--- config.mk ---
export PLATFORM = sky130hd
export DESIGN_NAME = wb_unit
export DESIGN_NICKNAME = d
export VERILOG_FILES = /design/src/rtl/wb_unit.sv
export SDC_FILE = /design/constraint.sdc
export NUM_CORES = 1
export LEC_CHECK = 0
export CAP_MARGIN = 30
export CORE_ASPECT_RATIO = 1.4
export CORE_UTILIZATION = 58
export CTS_CLUSTER_DIAMETER = 50
export DETAILED_ROUTE_END_ITERATION = 10
export DONT_BUFFER_PORTS = 1
export PLACE_DENSITY = 0.76
export SLEW_MARGIN = 20
export SYNTH_ARGS = -nofsm -noshare
export SYNTH_HDL_FRONTEND = slang
export SYNTH_SLANG_ARGS = --single-unit
--- constraint.sdc ---
create_clock -name clk -period 1.7 [get_ports clk]
set_input_delay 0 -clock clk [delete_from_list [all_inputs] [get_ports clk]]
set_output_delay 0 -clock clk [all_outputs]
set_load 0.1 [all_outputs]
--- src/rtl/wb_unit.sv ---
// Writeback unit: retires ALU, PC+4 and formatted load results to the
// register-file write port, holding loads until the read data arrives or times out.
//
// Ports:
//   clk, rst                   clock, synchronous active-high reset
//   issue_valid/issue_ready    instruction handshake from the controller
//   sel_wb, rd_addr, funct3    result source, destination, load type
//   alu_result, pc             ALU result / load address, issuing PC
//   dmem_rvalid, dmem_rdata    data-memory read response
//   rd_we, rd_waddr, rd_wdata  register-file write port
//   busy, timeout_err          waiting for a load, sticky load-timeout flag
module wb_unit #(
  parameter int unsigned TIMEOUT_CYCLES = 255
) (
  input  logic        clk,
  input  logic        rst,
  input  logic        issue_valid,
  output logic        issue_ready,
  input  logic [1:0]  sel_wb,
  input  logic [4:0]  rd_addr,
  input  logic [2:0]  funct3,
  input  logic [31:0] alu_result,
  input  logic [31:0] pc,
  input  logic        dmem_rvalid,
  input  logic [31:0] dmem_rdata,
  output logic        rd_we,
  output logic [4:0]  rd_waddr,
  output logic [31:0] rd_wdata,
  output logic        busy,
  output logic        timeout_err
);

  localparam int unsigned CW =
    (TIMEOUT_CYCLES > 1) ? $clog2(TIMEOUT_CYCLES) : 1;
  localparam logic [CW-1:0] CNT_LAST = CW'(TIMEOUT_CYCLES - 1);

  typedef enum logic {
    IDLE,
    WAIT_MEM
  } state_e;

  state_e        state_q;
  logic [4:0]    rd_q;
  logic [2:0]    f3_q;
  logic [1:0]    off_q;
  logic [CW-1:0] cnt_q;
  logic          we_q;
  logic [4:0]    waddr_q;
  logic [31:0]   wdata_q;
  logic          terr_q;

  logic [31:0]   shifted;
  logic [7:0]    ld_byte;
  logic [15:0]   ld_half;
  logic [31:0]   ld_data_d;

  // Lane extraction from the aligned word, then sign/zero extension.
  always_comb begin
    shifted   = dmem_rdata >> {off_q, 3'b000};
    ld_byte   = shifted[7:0];
    ld_half   = off_q[1] ? dmem_rdata[31:16] : dmem_rdata[15:0];
    ld_data_d = 32'd0;
    case (f3_q)
      3'b000:  ld_data_d = {{24{ld_byte[7]}}, ld_byte};
      3'b001:  ld_data_d = {{16{ld_half[15]}}, ld_half};
      3'b010:  ld_data_d = dmem_rdata;
      3'b100:  ld_data_d = {24'd0, ld_byte};
      3'b101:  ld_data_d = {16'd0, ld_half};
      default: ld_data_d = 32'd0;
    endcase
  end

  always_ff @(posedge clk) begin
    if (rst) begin
      state_q <= IDLE;
      rd_q    <= 5'd0;
      f3_q    <= 3'd0;
      off_q   <= 2'd0;
      cnt_q   <= '0;
      we_q    <= 1'b0;
      waddr_q <= 5'd0;
      wdata_q <= 32'd0;
      terr_q  <= 1'b0;
    end else begin
      we_q <= 1'b0;
      unique case (state_q)
        IDLE: begin
          if (issue_valid) begin
            unique case (sel_wb)
              2'b00: begin
                we_q    <= (rd_addr != 5'd0);
                waddr_q <= rd_addr;
                wdata_q <= alu_result;
              end
              2'b10: begin
                we_q    <= (rd_addr != 5'd0);
                waddr_q <= rd_addr;
                wdata_q <= pc + 32'd4;
              end
              2'b01: begin
                rd_q    <= rd_addr;
                f3_q    <= funct3;
                off_q   <= alu_result[1:0];
                cnt_q   <= '0;
                state_q <= WAIT_MEM;
              end
              default: ;
            endcase
          end
        end
        WAIT_MEM: begin
          // A response in the final wait cycle still wins over the timeout.
          if (dmem_rvalid) begin
            we_q    <= (rd_q != 5'd0);
            waddr_q <= rd_q;
            wdata_q <= ld_data_d;
            state_q <= IDLE;
          end else if (cnt_q == CNT_LAST) begin
            terr_q  <= 1'b1;
            state_q <= IDLE;
          end else begin
            cnt_q <= cnt_q + 1'b1;
          end
        end
        default: state_q <= IDLE;
      endcase
    end
  end

  assign issue_ready = (state_q == IDLE);
  assign busy        = (state_q == WAIT_MEM);
  assign rd_we       = we_q;
  assign rd_waddr    = waddr_q;
  assign rd_wdata    = wdata_q;
  assign timeout_err = terr_q;

endmodule

==> key figures <==
Clock tree
  – # H-tree levels: 3
  – TritonCTS clock tree: yes
  – Clock root cell: clkbuf_8
  – Worst skew pair latency: approximately 0.35 ns
  – CTS buffer count: 9
  – CTS max path bufs: 2
  – Clock sinks: 58
  – Clk slew on worst S/H paths: 0.07 ns

Logic synthesis
  – Mapped Area: 4036 sq um
  – YS warnings: 0
  – Library cells used by synthesis: 69
  – Yosys reg bits: 58
  – Main flop type after synthesis: dfxtp_1
  – EDFF count, synth: 0
  – Post-Syn Nets: approximately 650
  – Seq/Total Area, Yosys: approximately 29%
  – Cells after Synth: 532
  – Synth Area per Inst: approximately 7.6 sq um
  – Post-synthesis async set-or-reset flop share: 0%

Outcome
  – Failing checks: negative hold slack, negative setup slack
  – Status: finished, violations left

Global routing
  – Total GRT Usage: 42.95%
  – Total congestion overflow: 0
  – First-pass GRT wire length: 23720 um
  – Largest net degree at the start of global routing: between 40 and 50
  – Initial antenna violation count: 0
  – Vias in the first global route: 4825

Timing
  – Clock Skew: ~0.0080 ns
  – FMAX: 0.5581 GHz
  – Final worst slack: -0.09178 ns
  – Tcrit/Tclk final: 105.4%
  – Setup violators final: 11
  – Slew @ Worst Pin: 0.6513 ns
  – Tmin final: 1.792 ns
  – Sum of negative setup slack: -0.5245 ns
  – Fin. Hold Viols: 1
  – Unrepaired setup endpoints after global routing: yes
  – Hold WS: -0.005126 ns
  – Max-slew headroom: 56.39%
  – Slew Viols, Final: 0

Place
  – Post-Place Worst Slack: -0.2362 ns
  – DP HPWL: 10360 um
  – Gpl congestion: ~1
  – Input/output buffers: 0
  – Dpl cells: 666

Routing
  – Drt total wl: 16180 um
  – Initial DRC Count: between 600 and 700
  – # DRC: 0
  – Post-DRT Antenna Nets: 0
  – TritonRoute pass-1 iters: 5
  – Vias: 5071
  – DR WL/cell: 21.45 um
  – DR vias/cell: 6.725

Finish
  – Register Area: 1177 sq um
  – Most frequent cells in the layout: buf_4, nand2_1, dlygate4sd3_1, nor2_1, dfxtp_1
  – Fillers: 399
  – Final core occ: a little under nine tenths
  – Commonest non-fill, non-tap cell in the layout: buf_4
  – Finished Layout Cells: 754
  – # diodes: 0
  – Area of the multi-input gates: 2838 sq um
  – Synthesis-to-layout area growth: 42.34%
  – Proportion of layout cells with a drive suffix above 1: 24.02%
  – Nets: 770

Power
  – Combinational share of power: 34.6%
  – Clock share of power: between 30% and 40%
  – Reg power frac: 34.0%
  – Power Total: 4448 uW
  – Psw: between 1500 and 2000 uW
  – Net Sw Frac: 37.95%
  – PwrDens: 774.2 nW/um^2
  – VDD IR max: 0.4954 mV
  – Lkg Pwr: ~0.0022 uW
  – Int Power: 2760 uW

Hold path
  – Hold path depth: 4
  – Hold Crit Start: dmem_rdata[19]
  – Hold WC Path Type: input pin to register

Die
  – Count of boundary I/O pins: about 150
  – Core Box Area: ~6700 sq um
  – Chip height: 100.7 um
  – Row count: 35
  – Initial Util: between 60% and 70%
  – Die W: 72.51 um
  – Die area: 7302 sq um

Critical path
  – CP startpoint kind: register
  – CP startpoint: off_q[0]$_SDFFE_PP0P_
  – Worst-path maximum fanout: 8
  – Critical path class: register to register
  – WP data required: 1.97 ns
  – Worst Reg-to-Reg Cells: 6
  – Worst r2r src: off_q[0]$_SDFFE_PP0P_
  – Crit path capture type: register
  – Critical path arrival: 2.06 ns

Run
  – Max Cap Viol: 0
## critical path, stage by stage, from the launching register on
cell and delay, ns:
dfxtp_2 0.35, buf_4 0.14, mux4_2 0.21, nor4b_4 0.55, a221oi_2 0.11, o21a_1 0.21, a21oi_1 0.13
## Yosys cell counts, types with 10 or more instances
cell / count / area [sq um]
a211oi_1: 16 / 120.1
a21oi_1: 40 / 200.2
clkbuf_1: 26 / 97.59
dfxtp_1: 58 / 1161
inv_1: 11 / 41.29
mux2i_1: 10 / 100.1
nand2_1: 72 / 270.3
nand3_1: 18 / 90.09
nand4_1: 13 / 81.33
nor2_1: 52 / 195.2
o21ai_0: 34 / 170.2
xnor2_1: 11 / 96.34
xor2_1: 10 / 87.58
## final timing paths
check / end / slack (ns)
hold / removal: rd_wdata[3]$_SDFFE_PP0P_ / -0.005
setup reg to reg: rd_wdata[12]$_SDFFE_PP0P_ / -0.09
hold reg to reg: rd_q[1]$_SDFFE_PP0P_ / 0.48
setup / recovery: rd_wdata[12]$_SDFFE_PP0P_ / -0.09
## cells by family after synthesis
logic type | count (synthesis) | synth area share [%]
buf+inv | 51 | 5.456
flops | 58 | 28.77
fa+ha+maj | 3 | 0.9300
mux | 17 | 4.991
compound gates | 164 | 28.02
xor+xnor | 21 | 4.557
simple gates | 218 | 27.28
## metal layers
layer | global-route usage [%] | routed length, um
met5 | 0 | 0
met4 | 21.27 | 709
met3 | 9.300 | 1682
met2 | 76.06 | 8087
met1 | 47.77 | 5694
## what timing repair did
| item | 4_1_cts | 5_1_grt |
|---|---|---|
| endpoints found under the setup margin | 30 | 29 |
| endpoints found under the hold margin | 50 | 1 |
| resized for setup | 25 | 28 |
| hold buffers | 65 | 1 |
| buffers inserted | 3 | 2 |
| pin swaps | 3 | 8 |
| cloned | 1 | 0 |
## final cells by class
type / count / area share (%)
Timing Repair Buffer: 154 / 23.74
Clock inverter: 6 / 1.437
Clock buffer: 10 / 2.221
Tap cell: 92 / 2.003
Inverter: 11 / 0.7186
Sequential cell: 58 / 20.49
Multi-Input combinational cell: 423 / 49.39
## sequential cells by signal, indices dropped and copies added, names as in the netlist
register     cells
rd_q             5
cnt_q            8
off_q            2
busy             1
f3_q             3
timeout_err      1
rd_wdata        32
rd_waddr         5
rd_we            1
## stage by stage
step | hold WS (ns) | cell area (sq um)
2_1_floorplan | 0.1360 | 4073
3_3_place_gp | 0.07724 | 4613
3_5_place_dp | 0.07434 | 4624
4_1_cts | 0.002283 | 5642
5_1_grt | 0.01398 | 5746
6_report | -0.005126 | 5746
## power by group through the flow
stage | sequential (uW) | combinational, uW | clock, uW
after global placement | 1530 | 1260 | 0
after floorplan | 2080 | 445 | 0
after CTS | 1500 | 1470 | 1390
after detailed placement | 1530 | 1280 | 0
final | 1510 | 1540 | 1400
after global routing | 1510 | 1590 | 1450
(Power assumes the default switching activity.)
